===== src/rtl/hdlc_pkg.sv =====
//------------------------------------------------------------------------------
// Module : hdlc_pkg
// Brief  : Shared HDLC receive constants and state type.
// Rev    : 1.0
//------------------------------------------------------------------------------
`default_nettype none
`timescale 1ns/1ps

package hdlc_pkg;
    localparam logic [7:0] HDLC_FLAG  = 8'h7E;
    localparam logic [2:0] ABORT_ONES = 3'd7;
    localparam logic [2:0] STUFF_ONES = 3'd5;

    typedef enum logic [1:0] {
        HUNT = 2'd0,
        OPEN = 2'd1,
        DATA = 2'd2
    } rx_state_t;
endpackage

`default_nettype wire


===== src/rtl/hdlc_rx_byte_pack.sv =====
//------------------------------------------------------------------------------
// Module : hdlc_rx_byte_pack
// Brief  : Packs de-stuffed bits LSB-first into bytes and counts whole bytes.
// Rev    : 1.0
//------------------------------------------------------------------------------
`default_nettype none
`timescale 1ns/1ps

module hdlc_rx_byte_pack (
    input  logic       Clk,
    input  logic       Rst,
    input  logic       en_i,
    input  logic       clr_i,
    input  logic       bit_i,
    input  logic       bit_vld_i,
    output logic       byte_done_o,
    output logic [2:0] bitcnt_o,
    output logic [7:0] bytecnt_o,
    output logic [7:0] data_o,
    output logic       new_byte_o
);
    logic [2:0] bitcnt_q, bitcnt_d;
    logic [6:0] shift_q, shift_d;
    logic [7:0] bytecnt_q, bytecnt_d;
    logic [7:0] data_q, data_d;
    logic       new_byte_q, new_byte_d;
    logic       w_done;

    // Clear and a valid bit never coincide: the window drops all valid bits on clear.
    assign w_done = en_i && bit_vld_i && (bitcnt_q == 3'd7);

    always_comb begin
        bitcnt_d   = bitcnt_q;
        shift_d    = shift_q;
        bytecnt_d  = bytecnt_q;
        data_d     = data_q;
        new_byte_d = 1'b0;
        if (en_i) begin
            if (clr_i) begin
                bitcnt_d  = 3'd0;
                shift_d   = 7'd0;
                bytecnt_d = 8'd0;
            end else if (bit_vld_i) begin
                shift_d  = {bit_i, shift_q[6:1]};
                bitcnt_d = bitcnt_q + 3'd1;
                if (w_done) begin
                    data_d     = {bit_i, shift_q};
                    new_byte_d = 1'b1;
                    if (bytecnt_q != 8'hFF) begin
                        bytecnt_d = bytecnt_q + 8'd1;
                    end
                end
            end
        end
    end

    always_ff @(posedge Clk) begin
        if (Rst) begin
            bitcnt_q   <= 3'd0;
            shift_q    <= 7'd0;
            bytecnt_q  <= 8'd0;
            data_q     <= 8'h00;
            new_byte_q <= 1'b0;
        end else begin
            bitcnt_q   <= bitcnt_d;
            shift_q    <= shift_d;
            bytecnt_q  <= bytecnt_d;
            data_q     <= data_d;
            new_byte_q <= new_byte_d;
        end
    end

    assign byte_done_o = w_done;
    assign bitcnt_o    = bitcnt_q;
    assign bytecnt_o   = bytecnt_q;
    assign data_o      = data_q;
    assign new_byte_o  = new_byte_q;
endmodule

`default_nettype wire


===== src/rtl/hdlc_rx_deframer.sv =====
//------------------------------------------------------------------------------
// Module : hdlc_rx_deframer
// Brief  : HDLC receive front end: flag hunt, zero de-stuffing, abort detect.
// Rev    : 1.0
//------------------------------------------------------------------------------
`default_nettype none
`timescale 1ns/1ps

module hdlc_rx_deframer
    import hdlc_pkg::*;
#(
    parameter int unsigned MIN_FRAME_BYTES = 1
) (
    input  logic       Clk,
    input  logic       Rst,
    input  logic       Rx,
    input  logic       RxEN,
    output logic [7:0] Rx_Data,
    output logic       Rx_NewByte,
    output logic       Rx_FlagDetect,
    output logic       Rx_AbortDetect,
    output logic       Rx_ValidFrame,
    output logic       Rx_EoF,
    output logic       Rx_FrameError
);
    rx_state_t  state_q, state_d;
    logic [7:0] win_q, win_d;
    logic [7:0] vm_q, vm_d;
    logic [2:0] ones_q, ones_d;
    logic       valid_q, valid_d;
    logic       flag_q, flag_d, abort_q, abort_d, eof_q, eof_d, ferr_q, ferr_d;

    logic       w_stuff, w_flag, w_abort, w_clr;
    logic [7:0] w_win_sh;
    logic       w_byte_done;
    logic [2:0] w_bitcnt;
    logic [7:0] w_bytecnt;

    // Window, mask and ones counter; kept apart from the FSM so the packer
    // output feeding the FSM forms no loop through a single process.
    always_comb begin
        w_win_sh = {win_q[6:0], Rx};
        w_stuff  = !Rx && (ones_q == STUFF_ONES);
        w_flag   = RxEN && (w_win_sh == HDLC_FLAG);
        w_abort  = RxEN && Rx && (ones_q == ABORT_ONES - 3'd1) && (state_q != HUNT);
        w_clr    = w_flag || w_abort;
        win_d    = win_q;
        vm_d     = vm_q;
        ones_d   = ones_q;
        if (RxEN) begin
            win_d = w_win_sh;
            vm_d  = w_clr ? 8'h00 : {vm_q[6:0], (state_q != HUNT) && !w_stuff};
            if (!Rx) begin
                ones_d = 3'd0;
            end else if (ones_q != ABORT_ONES) begin
                ones_d = ones_q + 3'd1;
            end
        end
    end

    always_comb begin
        state_d = state_q;
        valid_d = valid_q;
        flag_d  = 1'b0;
        abort_d = 1'b0;
        eof_d   = 1'b0;
        ferr_d  = 1'b0;
        if (RxEN) begin
            if (w_flag) begin
                flag_d  = 1'b1;
                state_d = OPEN;
                if (state_q == DATA) begin
                    if (w_bitcnt == 3'd0 && {24'd0, w_bytecnt} >= MIN_FRAME_BYTES) begin
                        eof_d = 1'b1;
                    end else begin
                        ferr_d = 1'b1;
                    end
                end else if (state_q == OPEN && w_bitcnt != 3'd0) begin
                    ferr_d = 1'b1;
                end
            end else if (w_abort) begin
                abort_d = 1'b1;
                state_d = HUNT;
            end else if (w_byte_done && state_q == OPEN) begin
                state_d = DATA;
            end
            valid_d = (state_d != HUNT);
        end
    end

    always_ff @(posedge Clk) begin
        if (Rst) begin
            state_q <= HUNT;
            win_q   <= 8'h00;
            vm_q    <= 8'h00;
            ones_q  <= 3'd0;
            valid_q <= 1'b0;
            flag_q  <= 1'b0;
            abort_q <= 1'b0;
            eof_q   <= 1'b0;
            ferr_q  <= 1'b0;
        end else begin
            state_q <= state_d;
            win_q   <= win_d;
            vm_q    <= vm_d;
            ones_q  <= ones_d;
            valid_q <= valid_d;
            flag_q  <= flag_d;
            abort_q <= abort_d;
            eof_q   <= eof_d;
            ferr_q  <= ferr_d;
        end
    end

    hdlc_rx_byte_pack u_pack (
        .Clk        (Clk),
        .Rst        (Rst),
        .en_i       (RxEN),
        .clr_i      (w_clr),
        .bit_i      (win_d[7]),
        .bit_vld_i  (vm_d[7]),
        .byte_done_o(w_byte_done),
        .bitcnt_o   (w_bitcnt),
        .bytecnt_o  (w_bytecnt),
        .data_o     (Rx_Data),
        .new_byte_o (Rx_NewByte)
    );

    assign Rx_FlagDetect  = flag_q;
    assign Rx_AbortDetect = abort_q;
    assign Rx_ValidFrame  = valid_q;
    assign Rx_EoF         = eof_q;
    assign Rx_FrameError  = ferr_q;
endmodule

`default_nettype wire


===== config.mk =====
export PLATFORM = sky130hd
export DESIGN_NAME = hdlc_rx_deframer
export DESIGN_NICKNAME = d
export VERILOG_FILES = /design/src/rtl/hdlc_pkg.sv /design/src/rtl/hdlc_rx_byte_pack.sv /design/src/rtl/hdlc_rx_deframer.sv
export SDC_FILE = /design/constraint.sdc
export NUM_CORES = 1
export LEC_CHECK = 0
export ABC_CLOCK_PERIOD_IN_PS = 4600
export CORE_MARGIN = 5
export CORE_UTILIZATION = 53
export DETAILED_ROUTE_END_ITERATION = 12
export PLACE_DENSITY = 0.74
export SLEW_MARGIN = 20
export SYNTH_ARGS = -nofsm -noshare
export SYNTH_HDL_FRONTEND = slang
export SYNTH_SLANG_ARGS = --single-unit

===== constraint.sdc =====
create_clock -name Clk -period 4.6 [get_ports Clk]
set_clock_uncertainty 0.05 [all_clocks]
set_input_delay 0.69 -clock Clk [delete_from_list [all_inputs] [get_ports Clk]]
set_output_delay 0.69 -clock Clk [all_outputs]
set_load 0.02 [all_outputs]

==> key figures <==
Clocking
  • CTS tree: built
  • Post-CTS Resized: 0
  • # Post-CTS Setup Buffers: 0
  • # hold bufs at CTS: 0
  • CTS Buf Count: 5
  • Clock latency on the worst-skew pair: 0.30 ns
  • Register clock-pin slew on the reported worst setup and hold paths: 0.09 ns
  • Clock tree root driver cell: clkbuf_8
  • Clock Path Buffers: 2
  • Clk sink count: 52
  • CTS H-tree lvls: 2

Global routing
  • Global-route wire length before repair: 7430 µm
  • Overall routing resource usage: 16.7%
  • Largest net degree at the start of global routing: 27
  • Vias in the first global route: 1,623
  • Antenna violations before repair: 0
  • Remaining Overflow, GRT: 0

Yosys
  • Post-Syn Nets: 250
  • Largest family of logic cells by synthesized area: compound AO/OA/AOI/OAI gates
  • Synth Area in Compound Gates: 20.8%
  • EDFF count, synth: 0
  • Cell area after synthesis: 2250 µm²
  • Synth unique cells: 48
  • Largest cells by area after synthesis: dfxtp_1, a22o_1, ha_1
  • FFs w/ async S/R, synth: 0%
  • Synth area leader: dfxtp_1
  • Mean post-synth cell area: 9.53 µm²
  • Post-Synth Simple-Gate Area: 18.8%
  • #FFs+latches synth: 52
  • Ys Warns: 0
  • Ys flop type: dfxtp_1
  • Mux cell area share after synthesis: 3.56%
  • Post-Syn Instances: 236
  • Post-synthesis sequential area ratio: 46.3%
  • Adder-Cell Fraction of Synth Area: 5.56%
  • Post-synth top area share: 46.3%
  • XOR/XNOR Fraction of Synth Area: 0.390%

Final layout
  • N_diodes: 0
  • Layout cells sized above 1: 7.20%
  • Nets: 263
  • Most frequent cells in the layout: dfxtp_1, nor2_1, clkdlybuf4s50_1
  • Final core occ: 62.7%
  • Layout area overhead: 13.1%
  • Layout filler cell count: 331
  • Commonest non-fill, non-tap cell in the layout: dfxtp_1

Routing
  • Wire length per cell: 13.7 µm
  • Drt pass-1 iters: 4
  • Number of routed nets with antenna violations: 0
  • WL final: 4100 µm
  • Via/cell ratio: 5.89
  • Initial drt markers: 142
  • Via Count: 1,766
  • DRC violations left: 0

Power and ir drop
  • Sw Ratio: 20.9%
  • Worst VDD drop: 0.220 mV
  • Leak: 0.909 nW
  • Sequential power share: 57.2%
  • Comb pwr share: 3.6%
  • Switching power: 166 µW
  • P_int: 626 µW
  • PwrDens: 312 nW/µm²
  • Clock power frac: 39.2%

STA
  • Final setup margin: 1.74 ns
  • FMAX: 0.350 GHz
  • Final slew viol count: 0
  • Slew at the pin with the worst max-slew slack: 0.815 ns
  • Max transition margin: 45.5%
  • Fin. Hold Viols: 0
  • Final setup violating endpoints: 0
  • RSZ-0062 raised after global routing: no
  • Hold WS: 0.423 ns
  • Period utilization: 62.1%
  • Minimum clock period: 2.86 ns
  • Post-route setup TNS: 0 ns

Floorplan
  • FP Rows: 23
  • Core Region: 4060 µm²
  • Starting Density: 55.4%
  • Die ar.: 5640 µm²
  • Number of top-level pins: 18
  • Die Y: 75.1 µm
  • Chip width: 75.1 µm

Worst setup path
  • Worst-path fanout max: 26
  • WP data arrival: 3.01 ns
  • Startpoint types: input port
  • CP required: 4.75 ns
  • Setup CP Type: in2reg
  • Setup crit end kind: flip-flop

Place
  • Gp weighted congestion: 0.719
  • Hpwl dp: 2800 µm
  • Port Buf Inserts: 17
  • Worst slack at placement: 1.48 ns

Job
  • Max-cap violations: 0

Outcome
  • Status: finished, final reports clean

Min path
  • Worst Hold Class: reg2reg
-- sequential cells by signal, indices dropped and copies added, names as in the netlist, 2 cells and up --
register and flops:
u_pack.bytecnt_o 8, u_pack.data_o 8, win_q 8, u_pack.shift_q 7
vm_q 7, ones_q 3, u_pack.bitcnt_o 3, state_q 2
-- metrics by stage --
stage	cell area [µm²]	power (mW)	cells
3_3_place_gp	2430	0.492	292
4_1_cts	2540	0.801	300
2_1_floorplan	2250	0.485	236
5_1_grt	2540	0.822	300
6_report	2540	0.792	300
3_5_place_dp	2430	0.492	292
-- routing by layer --
layer | wire length, µm | global-route usage, %
met1 | 2070 | 22.8
met2 | 1840 | 26.4
met3 | 139 | 4.41
met4 | 47 | 4.27
met5 | 0 | 0
-- cell type report --
type,instances,area (µm²),share of cell area (%)
Multi-Input combinational cell,162,1100,43.5
Sequential cell,52,1040,40.9
Timing Repair Buffer,20,193,7.58
Clock buffer,6,72.6,2.85
Tap cell,50,62.6,2.46
Clock inverter,2,38.8,1.53
Inverter,8,30.0,1.18
-- cell usage after synthesis (4+ instances only) --
cell type and count:
dfxtp_1 52, nor2_1 19, a21oi_1 16, a22o_1 15, nand2_1 13, o21ai_0 12
ha_1 10, nand3_1 10, inv_1 8, mux2i_1 8, buf_2 6, nor3_1 6
clkbuf_1 5, nand2b_1 4, nand4_1 4
-- logic make-up (layout without fill, tap and decap cells) --
| family | Yosys count | in the layout |
|---|---|---|
| DFF | 52 | 52 |
| and+or+nand+nor | 79 | 79 |
| buffers and inverters | 22 | 36 |
| muxes | 8 | 8 |
| xor gates and xnor gates | 1 | 1 |
| adders and majority gates | 10 | 10 |
| AOI/OAI and AO/OA | 64 | 64 |
-- worst max-delay path: stages --
cell and delay, ns:
clkdlybuf4s50_1 0.45, buf_4 0.28, nand4_1 0.70, or3_1 0.63
a31o_2 0.25
-- power by group through the flow --
stage / combinational [mW] / sequential, mW / clock [mW]
finish: 0.0285 / 0.453 / 0.311
global route: 0.0315 / 0.454 / 0.337
CTS: 0.0284 / 0.453 / 0.320
detailed placement: 0.0285 / 0.464 / 0
global placement: 0.0282 / 0.464 / 0
floorplan: 0.0220 / 0.463 / 0
-- worst paths after layout --
check | end | depth (start not counted) | slack [ns] | startpoint
setup / recovery | u_pack.bytecnt_o[1]$_SDFFE_PP0P_ | 5 | 1.74 | RxEN
hold / removal | vm_q[1]$_SDFFE_PP0P_ | 1 | 0.42 | vm_q[0]$_SDFFE_PP0P_
setup reg to reg | u_pack.bytecnt_o[1]$_SDFFE_PP0P_ | 6 | 2.07 | ones_q[0]$_SDFFE_PP0P_
hold reg to reg | vm_q[1]$_SDFFE_PP0P_ | 1 | 0.42 | vm_q[0]$_SDFFE_PP0P_
(Power assumes the default switching activity.)
